## config.mk

```make
export PLATFORM = sky130hd
export DESIGN_NAME = floo_wormhole_output_arb
export DESIGN_NICKNAME = d
export VERILOG_FILES = /design/src/rtl/floo_wormhole_output_arb.sv
export SDC_FILE = /design/constraint.sdc
export NUM_CORES = 1
export LEC_CHECK = 0
export BUFFER_PORTS_ARGS = -buffer_cell sky130_fd_sc_hd__buf_2
export CAP_MARGIN = 20
export CORE_ASPECT_RATIO = 0.8
export CORE_MARGIN = 1
export CORE_UTILIZATION = 55
export DETAILED_ROUTE_END_ITERATION = 12
export PLACE_DENSITY = 0.85
export SETUP_SLACK_MARGIN = 0.2
export SLEW_MARGIN = 20
export SYNTH_ARGS = -nofsm -noshare
export SYNTH_HDL_FRONTEND = slang
export SYNTH_SLANG_ARGS = --single-unit
```

## constraint.sdc

```tcl
create_clock -name clk_i -period 10.2 [get_ports clk_i]
set_clock_uncertainty 0.1 [all_clocks]
set_input_delay 0 -clock clk_i [delete_from_list [all_inputs] [get_ports clk_i]]
set_output_delay 0 -clock clk_i [all_outputs]
set_load 0.005 [all_outputs]
```

## src/rtl/floo_wormhole_output_arb.sv

```systemverilog
// ----------------------------------------------------------------------------
// floo_wormhole_output_arb
//
// Wormhole arbiter in front of one router output link. NumInputs input ports
// compete for the link. A round-robin pointer picks a winner at packet
// granularity, and the grant stays locked to that input until its tail flit
// (last) completes a handshake. The datapath is purely combinational: valid,
// data, last and ready pass straight through the selected input.
//
// Handshake semantics: a flit transfers on every cycle where valid and ready
// are both high on the same side (valid_i[i] & ready_o[i] upstream,
// valid_o & ready_i downstream). Upstream must hold valid and data stable
// until the transfer. ready_o is only ever high for the granted input.
//
// Ports:
//   clk_i, rst_ni : clock, asynchronous active-low reset
//   valid_i       : per-input flit valid
//   ready_o       : per-input ready (grant_o & ready_i)
//   last_i        : per-input tail marker, qualified by valid_i
//   data_i        : per-input flit payload
//   valid_o       : valid of the selected flit
//   ready_i       : downstream ready
//   data_o        : selected flit, all-zero when nothing is granted
//   last_o        : tail marker of the selected flit
//   grant_o       : one-hot current grant, zero when idle without requests
//   locked_o      : high while a packet holds the lock (FSM state observation)
// ----------------------------------------------------------------------------
module floo_wormhole_output_arb #(
    parameter int unsigned NumInputs = 5,
    parameter type         flit_t    = logic,
    parameter int unsigned IdxWidth  = (NumInputs > 1) ? $clog2(NumInputs) : 1
) (
    input  logic                 clk_i,
    input  logic                 rst_ni,
    input  logic [NumInputs-1:0] valid_i,
    output logic [NumInputs-1:0] ready_o,
    input  logic [NumInputs-1:0] last_i,
    input  flit_t                data_i [NumInputs],
    output logic                 valid_o,
    input  logic                 ready_i,
    output flit_t                data_o,
    output logic                 last_o,
    output logic [NumInputs-1:0] grant_o,
    output logic                 locked_o
);

    typedef enum logic {
        IDLE   = 1'b0,
        LOCKED = 1'b1
    } state_e;

    state_e                state_q, state_d;
    logic [IdxWidth-1:0]   rr_q, rr_d;
    logic [IdxWidth-1:0]   lock_idx_q, lock_idx_d;

    logic                  win_found;
    logic [IdxWidth-1:0]   win_idx;
    logic [IdxWidth-1:0]   cand_idx;
    int unsigned           cand;

    logic                  sel_any;
    logic [IdxWidth-1:0]   sel_idx;
    logic                  handshake;

    // Pointer advance with wrap after the last input.
    function automatic logic [IdxWidth-1:0] wrap_inc(input logic [IdxWidth-1:0] idx);
        if (32'(idx) >= NumInputs - 1) begin
            return '0;
        end
        return idx + IdxWidth'(1);
    endfunction

    // Round-robin search starting at rr_q: the first valid input wins.
    always_comb begin
        win_found = 1'b0;
        win_idx   = '0;
        cand      = 0;
        cand_idx  = '0;
        for (int unsigned k = 0; k < NumInputs; k++) begin
            cand = 32'(rr_q) + k;
            if (cand >= NumInputs) begin
                cand = cand - NumInputs;
            end
            cand_idx = IdxWidth'(cand);
            if (!win_found && valid_i[cand_idx]) begin
                win_found = 1'b1;
                win_idx   = cand_idx;
            end
        end
    end

    // Output selection: the locked owner while LOCKED, otherwise the live winner.
    always_comb begin
        sel_any = 1'b0;
        sel_idx = '0;
        if (state_q == LOCKED) begin
            sel_any = 1'b1;
            sel_idx = lock_idx_q;
        end else begin
            sel_any = win_found;
            sel_idx = win_idx;
        end

        grant_o = '0;
        if (sel_any) begin
            grant_o[sel_idx] = 1'b1;
        end

        valid_o   = sel_any & valid_i[sel_idx];
        last_o    = sel_any & last_i[sel_idx];
        data_o    = sel_any ? data_i[sel_idx] : '0;
        ready_o   = grant_o & {NumInputs{ready_i}};
        locked_o  = (state_q == LOCKED);
        handshake = valid_o & ready_i;
    end

    // Next-state logic. rr_q only moves on a completed tail handshake, so
    // fairness is counted in packets rather than flits.
    always_comb begin
        state_d    = state_q;
        rr_d       = rr_q;
        lock_idx_d = lock_idx_q;
        unique case (state_q)
            IDLE: begin
                if (win_found) begin
                    if (handshake && last_o) begin
                        // Single-flit packet: done without ever locking.
                        rr_d = wrap_inc(win_idx);
                    end else begin
                        // Stall or head flit: freeze the selection so data_o
                        // stays stable under backpressure.
                        state_d    = LOCKED;
                        lock_idx_d = win_idx;
                    end
                end
            end
            LOCKED: begin
                if (handshake && last_o) begin
                    state_d = IDLE;
                    rr_d    = wrap_inc(lock_idx_q);
                end
            end
            default: begin
                state_d = IDLE;
            end
        endcase
    end

    always_ff @(posedge clk_i or negedge rst_ni) begin
        if (!rst_ni) begin
            state_q    <= IDLE;
            rr_q       <= '0;
            lock_idx_q <= '0;
        end else begin
            state_q    <= state_d;
            rr_q       <= rr_d;
            lock_idx_q <= lock_idx_d;
        end
    end

endmodule

```

== After elaboration in Yosys (flattened, before gate mapping) ==
Index checks and enable logic that the tools add are counted.
W data, S select, Z words.
Storage, ports and cells
  output and inout port bits: 14
  register bits: 7
Cells by class
  bitwise logic cells: 7
  add/sub/neg operators: 11
  $lt $le $gt $ge: 15
  muxes and demuxes: 56
  eq/ne operators: 3
  reduce and logical (&&, ||, !) cells: 12
Operator list (number)
  $mux W3: 18
  $mux W1: 26
  $bmux W1 S3: 8
  $lt A3 B4 Y1 const B: 6
  $ge A4 B3 Y1 const B: 4
  $sub A3 B3 Y3 const B: 5
  $ge A3 B3 Y1 const B: 3
  $add A3 B2 Y4 const B: 2
  $add A3 B1 Y3 const B: 2
  $logic_and A1 B1 Y1: 6
  $pmux W3 S2: 1
  $reduce_and A3 Y1: 2
  $and A5 B5 Y5: 1
  $mux W5: 1
  $add A3 B1 Y4 const B: 1
  $add A3 B3 Y4 const B: 1
  $ge A4 B4 Y1 const B: 1
  $logic_not A1 Y1: 4
  $ne A2 B2 Y1 const B: 2
  $not A3 Y4: 1
  $and A1 B1 Y1: 3
  $demux W1 S3: 1
  $ge A3 B1 Y1 const B: 1
  $ne A2 B1 Y1 const B: 1
  other kinds (2): 3

== Longest topological paths before layout ==
Gate-level depths: netlist of run 1.
  word-level depth: 30
  depth in mapped cells: 19
  mapped depth without buffers: 17

== Worst setup path before layout of run 1 ==
No wires, ideal clock.
  path kind: reg-to-reg
  start: register rr_q[1]
  end: register lock_idx_q[1]
  stages on the path, launching flop included: 18
  clock period less this slack: 4.717 ns
  arrival time: 4.489 ns
  path buffers: 2
  data required time: 9.973 ns
  setup slack: 5.483 ns
  cells stage by stage: dfrtp_1 > clkbuf_1 > inv_1 > ha_1 > ha_1 > buf_2 > a2111oi_2 > o311ai_1 > a21o_1 > or3b_1 > a311o_1 > a31oi_4 > mux2_4 > nand2_1 > o22a_1 > a221oi_4 > a311o_2 > mux2_1
On the way
  longest elaborated chain between the ends: 25
Ends and longest elaborated chain
  from (decl): RTL line 53  | logic [IdxWidth-1:0] rr_q, rr_d;
  from (signal assigned): RTL line 156  | rr_q <= rr_d;
  parallel branches: the longest is 25 deep, another holds $add A3 B1 Y4
  to (signal assigned): RTL line 157  | lock_idx_q <= lock_idx_d;
  to (decl): RTL line 54  | logic [IdxWidth-1:0] lock_idx_q, lock_idx_d;
Parallel ways; which one is timed is not known. The select of a mux whose other input is x is not followed.
A chain may end at the register's enable or synchronous reset.

== Worst setup path in the final report of run 1 ==
Ends and elaborated chain as after synthesis.

==> run_summary.xml, run 1 <==
<?xml version="1.0" encoding="UTF-8"?>
<metrics>
  <group name="setup_path">
    <metric name="timing.setup.critical_path_class" unit="">flop to flop</metric>
    <metric name="crit_path_start" unit="">rr_q[1]$_DFFE_PN0P_</metric>
    <metric name="critPathMaxFanout" unit="">15</metric>
    <metric name="minimum_setup_slack_among_reg_to_reg_paths" unit="ns">4.83</metric>
    <metric name="regToRegEndpoint" unit="">lock_idx_q[1]$_DFFE_PN0P_</metric>
    <metric name="reg2reg_from" unit="">rr_q[1]$_DFFE_PN0P_</metric>
    <metric name="cp-end-kind" unit="">flop</metric>
    <metric name="cp_data_arrival_time" unit="ns">5.37</metric>
    <metric name="worst_r2r_path_depth" unit="">16</metric>
    <metric name="cp_data_required_time" unit="ns">10.20</metric>
    <metric name="startpoint_type" unit="">flop</metric>
  </group>
  <group name="cts">
    <metric name="worst_skew_pair.late_latency" unit="ns">0.22</metric>
    <metric name="cts-htree-levels" unit="">1</metric>
    <metric name="clkSlewWorstSetupHoldPaths" unit="ns">0.04</metric>
    <metric name="cts_tree" unit="">done</metric>
    <metric name="postCtsSetupBuffers" unit="">0</metric>
    <metric name="numCtsBuffers" unit="">3</metric>
    <metric name="cts-root-buf" unit="">sky130_fd_sc_hd__clkbuf_8</metric>
    <metric name="cts_sinks" unit="">7</metric>
    <metric name="max-clock-path-buffers" unit="">2</metric>
  </group>
  <group name="final_layout">
    <metric name="fin_nets" unit="">310</metric>
    <metric name="finalInstanceArea" unit="sq mm">0.00210</metric>
    <metric name="final_layout_size_suffix_gt1_frac" unit="">0.201</metric>
    <metric name="area_growth_syn_to_layout" unit="%">9.90</metric>
    <metric name="antenna_cell_count" unit="">0</metric>
  </group>
  <group name="routing">
    <metric name="post_drt_wl_per_cell" unit="um">16.4</metric>
    <metric name="final_antenna_net_count" unit="">0</metric>
    <metric name="dr.first_iter.drc_count" unit="">220</metric>
    <metric name="post-route-drc-count" unit="">0</metric>
    <metric name="detail_route.wirelength" unit="um">5240</metric>
    <metric name="route.vias.total" unit="">2068</metric>
    <metric name="drtPass1Iterations" unit="">5</metric>
    <metric name="via_per_inst" unit="">6.48</metric>
  </group>
  <group name="synthesis">
    <metric name="synth_warnings" unit="">0</metric>
    <metric name="synthCells" unit="">258</metric>
    <metric name="postSynthRegisterBits" unit="">7</metric>
    <metric name="post-synth-top-area-cell" unit="">sky130_fd_sc_hd__dfrtp_1</metric>
    <metric name="synth_top_cells_by_area" unit="">sky130_fd_sc_hd__dfrtp_1 (9.2%), sky130_fd_sc_hd__ha_1 (7.2%), sky130_fd_sc_hd__mux2i_1 (5.8%), sky130_fd_sc_hd__nor2_1 (5.7%), sky130_fd_sc_hd__nand2_1 (5.1%)</metric>
    <metric name="postSynth.asyncResetShare" unit="">1.00</metric>
    <metric name="post_synth.cell_area_avg" unit="sq um">7.40</metric>
    <metric name="synth_fp_nets" unit="">288</metric>
    <metric name="ys_top_cells_by_count" unit="">sky130_fd_sc_hd__nor2_1 (29), sky130_fd_sc_hd__nand2_1 (26), sky130_fd_sc_hd__inv_1 (14), sky130_fd_sc_hd__ha_1 (11), sky130_fd_sc_hd__mux2i_1 (11)</metric>
    <metric name="yosys.cell_types.count" unit="">76</metric>
    <metric name="synth_top_cell_area_share" unit="">0.0918</metric>
    <metric name="yosysMostFrequentCell" unit="">sky130_fd_sc_hd__nor2_1</metric>
    <metric name="ys_dominant_reg_cell" unit="">sky130_fd_sc_hd__dfrtp_1</metric>
    <metric name="syn_std_cell_area" unit="sq mm">0.00191</metric>
    <metric name="seq_area_frac_synth" unit="">0.0918</metric>
    <metric name="edff_count_synth" unit="">0</metric>
  </group>
  <group name="floorplanning">
    <metric name="die_area" unit="sq mm">0.00371</metric>
    <metric name="placeableCoreArea" unit="sq mm">0.00320</metric>
    <metric name="die_y" unit="um">54.7</metric>
    <metric name="io_pins" unit="">32</metric>
    <metric name="die_width" unit="um">67.9</metric>
    <metric name="initial_utilization" unit="">0.597</metric>
    <metric name="rows" unit="">18</metric>
  </group>
  <group name="timing">
    <metric name="final.period_utilization" unit="">0.526</metric>
    <metric name="timing.final.setup_violations" unit="">0</metric>
    <metric name="timing_hold_violations_final" unit="">0</metric>
    <metric name="grt_setup_unrepaired" unit="">no</metric>
    <metric name="count_of_pins_over_their_slew_limit" unit="">0</metric>
    <metric name="fin_setup_tns" unit="ns">0</metric>
    <metric name="fmax" unit="MHz">186</metric>
    <metric name="max_slew_margin" unit="">0.451</metric>
    <metric name="worst_slew_pin_slew" unit="ns">0.823</metric>
    <metric name="finalCriticalPeriod" unit="ns">5.37</metric>
  </group>
  <group name="grt">
    <metric name="global_route_wire_length_before_repair" unit="um">8200</metric>
    <metric name="initial_antenna_violation_count" unit="">0</metric>
    <metric name="grtUsageMet1" unit="">0.431</metric>
    <metric name="use_met3" unit="">0.0667</metric>
    <metric name="grtUsageMet2" unit="">0.436</metric>
    <metric name="globalRoute.busiestLayer" unit="">met2</metric>
    <metric name="vias_in_the_first_global_route" unit="">1701</metric>
    <metric name="global_route.overflow_total" unit="">0</metric>
    <metric name="grt_util_all_layers" unit="">0.294</metric>
    <metric name="grt_start_max_net_pins" unit="">36</metric>
  </group>
  <group name="placement">
    <metric name="gp_congestion" unit="">0.958</metric>
    <metric name="placement_stage_cell_area" unit="sq mm">0.00204</metric>
    <metric name="dp_hpwl" unit="um">4000</metric>
    <metric name="numPortBuffers" unit="">31</metric>
  </group>
  <group name="min_path">
    <metric name="hold_path.class" unit="">primary input to async pin</metric>
  </group>
  <group name="flow_run">
    <metric name="cap_violations" unit="">0</metric>
  </group>
  <group name="status">
    <metric name="run_status" unit="">finished, final reports clean</metric>
  </group>
</metrics>
[cells in the final DEF, fill, tap and decap left out, drive strengths merged, types with 7 or more instances in the layout]
cell type / count
buf: 32
nor2: 29
nand2: 26
inv: 15
mux2i: 11
ha: 11
o21ai: 11
nor3: 10
nor2b: 9
a21oi: 9
nand3: 7
dfrtp: 7
[per-stage QoR]
step	instances	setup WS (ns)	utilization	hold slack (ns)
after detailed placement	314	4.92	0.638	-0.263
after CTS	319	4.91	0.656	0.0434
after global routing	319	4.46	0.656	0.0830
after global placement	314	5.01	0.638	-0.261
after floorplan	258	5.48	-	-0.396
final	319	4.83	0.656	0.0280
[sequential cells by signal, summed over array words and instances (netlist names)]
| name | flops |
|---|---|
| lock_idx_q | 3 |
| locked_o | 1 |
| rr_q | 3 |
[cells by family after synthesis]
kind of cell	share of synthesized area
compound gates	0.336
flops	0.0918
fa+ha+maj	0.0826
buf+inv	0.0708
simple gates	0.306
mux	0.103
xor+xnor	0.00918
[critical path: stages (launching register included)]
cell	delay [ns]
sky130_fd_sc_hd__dfrtp_1	0.64
sky130_fd_sc_hd__inv_1	0.22
sky130_fd_sc_hd__ha_1	0.28
sky130_fd_sc_hd__ha_1	0.48
sky130_fd_sc_hd__inv_1	0.15
sky130_fd_sc_hd__o31ai_1	0.30
sky130_fd_sc_hd__xnor2_1	0.18
sky130_fd_sc_hd__mux2_2	0.39
sky130_fd_sc_hd__o21ai_0	0.26
sky130_fd_sc_hd__o41ai_1	0.10
sky130_fd_sc_hd__a21o_1	0.20
sky130_fd_sc_hd__o21a_1	0.36
sky130_fd_sc_hd__o221ai_1	0.42
sky130_fd_sc_hd__nand3_1	0.21
sky130_fd_sc_hd__a221oi_4	0.40
sky130_fd_sc_hd__a311o_2	0.22
sky130_fd_sc_hd__mux2_1	0.32
[routing by layer]
layer  vias up  share of wire
met2       109           0.42
li1       1002              -
met5         -              0
met4         0          0.015
met1       947           0.46
met3        10           0.10
[worst max path at each step]
stage | end | slack, ns | cells after the start
after floorplan | lock_idx_q[1]$_DFFE_PN0P_ | 5.48 | 17
after global placement | lock_idx_q[1]$_DFFE_PN0P_ | 5.01 | 16
after detailed placement | lock_idx_q[1]$_DFFE_PN0P_ | 4.92 | 17
after CTS | lock_idx_q[1]$_DFFE_PN0P_ | 4.91 | 17
after global routing | lock_idx_q[2]$_DFFE_PN0P_ | 4.46 | 16
final | lock_idx_q[1]$_DFFE_PN0P_ | 4.83 | 16
[repair_timing]
| action | in CTS | in global routing |
|---|---|---|
| gates resized for setup | 0 | 0 |
| endpoints found under the hold margin | 7 | 0 |
| hold buffers | 1 | 0 |
[cell type report]
cell class | count | area, sq um
Multi-Input combinational cell | 220 | 1600
Fill cell | 283 | 1100
Sequential cell | 7 | 175
Timing Repair Buffer | 33 | 173
Inverter | 15 | 56.3
Tap cell | 40 | 50.0
Clock buffer | 4 | 45.0
Power of run 1 is left out: the tool's default activity adds up to more than one toggle a clock period on the data nets, which glitch-free logic cannot reach.
==> run 2, diff against run 1 <==
==> constraint.sdc (replaced) <==
create_clock -name clk_i -period 5.1 [get_ports clk_i]
set_clock_uncertainty 0.1 [all_clocks]
set_input_delay 0 -clock clk_i [delete_from_list [all_inputs] [get_ports clk_i]]
set_output_delay 0 -clock clk_i [all_outputs]
set_load 0.005 [all_outputs]
==> run 2 against run 1 <==
First-iteration DRC count shrank 7.7%. Clock-buffer cell count unchanged. Utilization rose by 4.7 points. Global-route usage is 1.5 points higher. Fmax rose by 14%. Non-clock buffer count increased by 14. Wire length up 5.7%. Hold slack got worse by 0.0048 ns. Critical path depth is 2 lower. Register-to-register slack got worse by 4.4 ns. Sequential cell count is the same. Die area did not move. Critical path type unchanged.
==> run_summary.xml, run 2 (synthesized netlist as in run 1, its figures left out) <==
<?xml version="1.0" encoding="UTF-8"?>
<metrics>
  <group name="status">
    <metric name="run_status" unit="">finished, final reports clean</metric>
  </group>
  <group name="final_layout">
    <metric name="area_growth_syn_to_layout" unit="%">17.7</metric>
    <metric name="antenna_cell_count" unit="">0</metric>
    <metric name="final_layout_size_suffix_gt1_frac" unit="">0.280</metric>
    <metric name="finalInstanceArea" unit="sq mm">0.00225</metric>
    <metric name="final_cell_count_no_fill" unit="">333</metric>
    <metric name="layout.cells.most_common" unit="">sky130_fd_sc_hd__buf_2</metric>
    <metric name="mostFrequentLayoutCells" unit="">sky130_fd_sc_hd__buf_2 (31), sky130_fd_sc_hd__nor2_1 (29), sky130_fd_sc_hd__nand2_1 (26)</metric>
    <metric name="fin_nets" unit="">324</metric>
  </group>
  <group name="placement">
    <metric name="numPortBuffers" unit="">31</metric>
    <metric name="dp_hpwl" unit="um">4120</metric>
    <metric name="dp.cells" unit="">322</metric>
    <metric name="gp_congestion" unit="">1.05</metric>
    <metric name="placement_stage_cell_area" unit="sq mm">0.00210</metric>
  </group>
  <group name="timing">
    <metric name="count_of_pins_over_their_slew_limit" unit="">0</metric>
    <metric name="timing.final.setup_violations" unit="">0</metric>
    <metric name="fmax" unit="MHz">212</metric>
    <metric name="worst_slew_pin_slew" unit="ns">0.478</metric>
    <metric name="final.period_utilization" unit="">0.924</metric>
    <metric name="finalCriticalPeriod" unit="ns">4.71</metric>
    <metric name="max_slew_margin" unit="">0.682</metric>
    <metric name="grt_setup_unrepaired" unit="">no</metric>
    <metric name="fin_setup_tns" unit="ns">0</metric>
    <metric name="timing_hold_violations_final" unit="">0</metric>
  </group>
  <group name="grt">
    <metric name="grt_start_max_net_pins" unit="">35</metric>
    <metric name="global_route_wire_length_before_repair" unit="um">8510</metric>
    <metric name="vias_in_the_first_global_route" unit="">1818</metric>
    <metric name="initial_antenna_violation_count" unit="">0</metric>
    <metric name="grt_util_all_layers" unit="">0.309</metric>
    <metric name="global_route.overflow_total" unit="">0</metric>
  </group>
  <group name="setup_path">
    <metric name="timing.setup.critical_path_class" unit="">flop to flop</metric>
    <metric name="critPathMaxFanout" unit="">11</metric>
    <metric name="cp_data_required_time" unit="ns">5.11</metric>
    <metric name="cp_data_arrival_time" unit="ns">4.72</metric>
    <metric name="cp-end-kind" unit="">flop</metric>
    <metric name="startpoint_type" unit="">flop</metric>
  </group>
  <group name="floorplanning">
    <metric name="die_area" unit="sq mm">0.00371</metric>
    <metric name="rows" unit="">18</metric>
    <metric name="initial_utilization" unit="">0.597</metric>
    <metric name="placeableCoreArea" unit="sq mm">0.00320</metric>
    <metric name="die_y" unit="um">54.7</metric>
    <metric name="io_pins" unit="">32</metric>
    <metric name="die_width" unit="um">67.9</metric>
  </group>
  <group name="cts">
    <metric name="cts_tree" unit="">done</metric>
    <metric name="clkSlewWorstSetupHoldPaths" unit="ns">0.04</metric>
    <metric name="cts-root-buf" unit="">sky130_fd_sc_hd__clkbuf_8</metric>
    <metric name="cts-htree-levels" unit="">1</metric>
    <metric name="cts_sinks" unit="">7</metric>
    <metric name="numCtsBuffers" unit="">3</metric>
    <metric name="max-clock-path-buffers" unit="">2</metric>
    <metric name="worst_skew_pair.late_latency" unit="ns">0.23</metric>
  </group>
  <group name="min_path">
    <metric name="hold_path.class" unit="">primary input to async pin</metric>
  </group>
  <group name="routing">
    <metric name="route.vias.total" unit="">2194</metric>
    <metric name="post_drt_wl_per_cell" unit="um">16.6</metric>
    <metric name="detail_route.wirelength" unit="um">5540</metric>
    <metric name="drtPass1Iterations" unit="">5</metric>
    <metric name="dr.first_iter.drc_count" unit="">203</metric>
    <metric name="post-route-drc-count" unit="">0</metric>
    <metric name="final_antenna_net_count" unit="">0</metric>
    <metric name="via_per_inst" unit="">6.59</metric>
  </group>
  <group name="flow_run">
    <metric name="cap_violations" unit="">0</metric>
  </group>
</metrics>
[run 2: cell count changes in the layout (fill, tap and decap cells not counted), sizes merged]
cell / before / now
buf: 32 / 46
[run 2: critical path, stage by stage, from the launching register on]
cell	delay, ns
sky130_fd_sc_hd__dfrtp_1	0.49
sky130_fd_sc_hd__ha_1	0.41
sky130_fd_sc_hd__or4b_1	0.58
sky130_fd_sc_hd__a32o_1	0.29
sky130_fd_sc_hd__o41a_1	0.12
sky130_fd_sc_hd__mux2_4	0.30
sky130_fd_sc_hd__or3_1	0.35
sky130_fd_sc_hd__o211a_1	0.16
sky130_fd_sc_hd__o31ai_4	0.33
sky130_fd_sc_hd__o21ai_2	0.18
sky130_fd_sc_hd__and2_1	0.25
sky130_fd_sc_hd__a31oi_4	0.21
sky130_fd_sc_hd__a221oi_4	0.09
sky130_fd_sc_hd__a311o_2	0.41
sky130_fd_sc_hd__mux2_1	0.32
[run 2: final cells by class]
class,count,area [sq um]
clock buffer,4,45.0
inverter,15,58.8
multi-input combinational,220,1630
tap,40,50.0
sequential,7,176
timing repair buffer,47,282
fill,260,952
[run 2: through the flow]
| stage | util | hold slack [ns] | setup slack, ns |
|---|---|---|---|
| final | 0.702 | 0.0232 | 0.386 |
| after global routing | 0.702 | 0.0536 | 0.207 |
| after global placement | 0.657 | -0.261 | 0.342 |
| after detailed placement | 0.657 | -0.256 | 0.147 |
| after floorplan | - | -0.396 | 0.383 |
| after CTS | 0.675 | 0.0385 | 0.203 |
[run 2: repair_timing]
action,CTS,global route
pin swaps,0,1
buffers inserted,0,6
hold endpoints to repair,7,0
endpoints found under the setup margin,2,6
resized for setup,1,14
hold buffers,1,0
[run 2: final timing paths]
kind                                            from                        end  slack [ns]  cells past startpoint
max                              rr_q[2]$_DFFE_PN0P_  lock_idx_q[1]$_DFFE_PN0P_        0.39                     14
min                                           rst_ni         locked_o$_DFF_PN0_        0.02                      2
max reg2reg                      rr_q[2]$_DFFE_PN0P_  lock_idx_q[1]$_DFFE_PN0P_        0.39                     14
min reg2reg                lock_idx_q[2]$_DFFE_PN0P_  lock_idx_q[2]$_DFFE_PN0P_        0.42                      1
max in group asynchronous                     rst_ni        rr_q[1]$_DFFE_PN0P_        4.70                      2
min in group clk_i                         data_i[0]                     data_o        0.23                      4
[run 2: per-layer routing]
layer | wire length, um | vias up | global-route usage
li1 | - | 1031 | -
met1 | 2430 | 1016 | 0.428
met2 | 2430 | 132 | 0.495
met3 | 593 | 15 | 0.0688
met4 | 85 | 0 | 0.0521
met5 | 0 | - | 0
Power of run 2 is left out for the same reason.
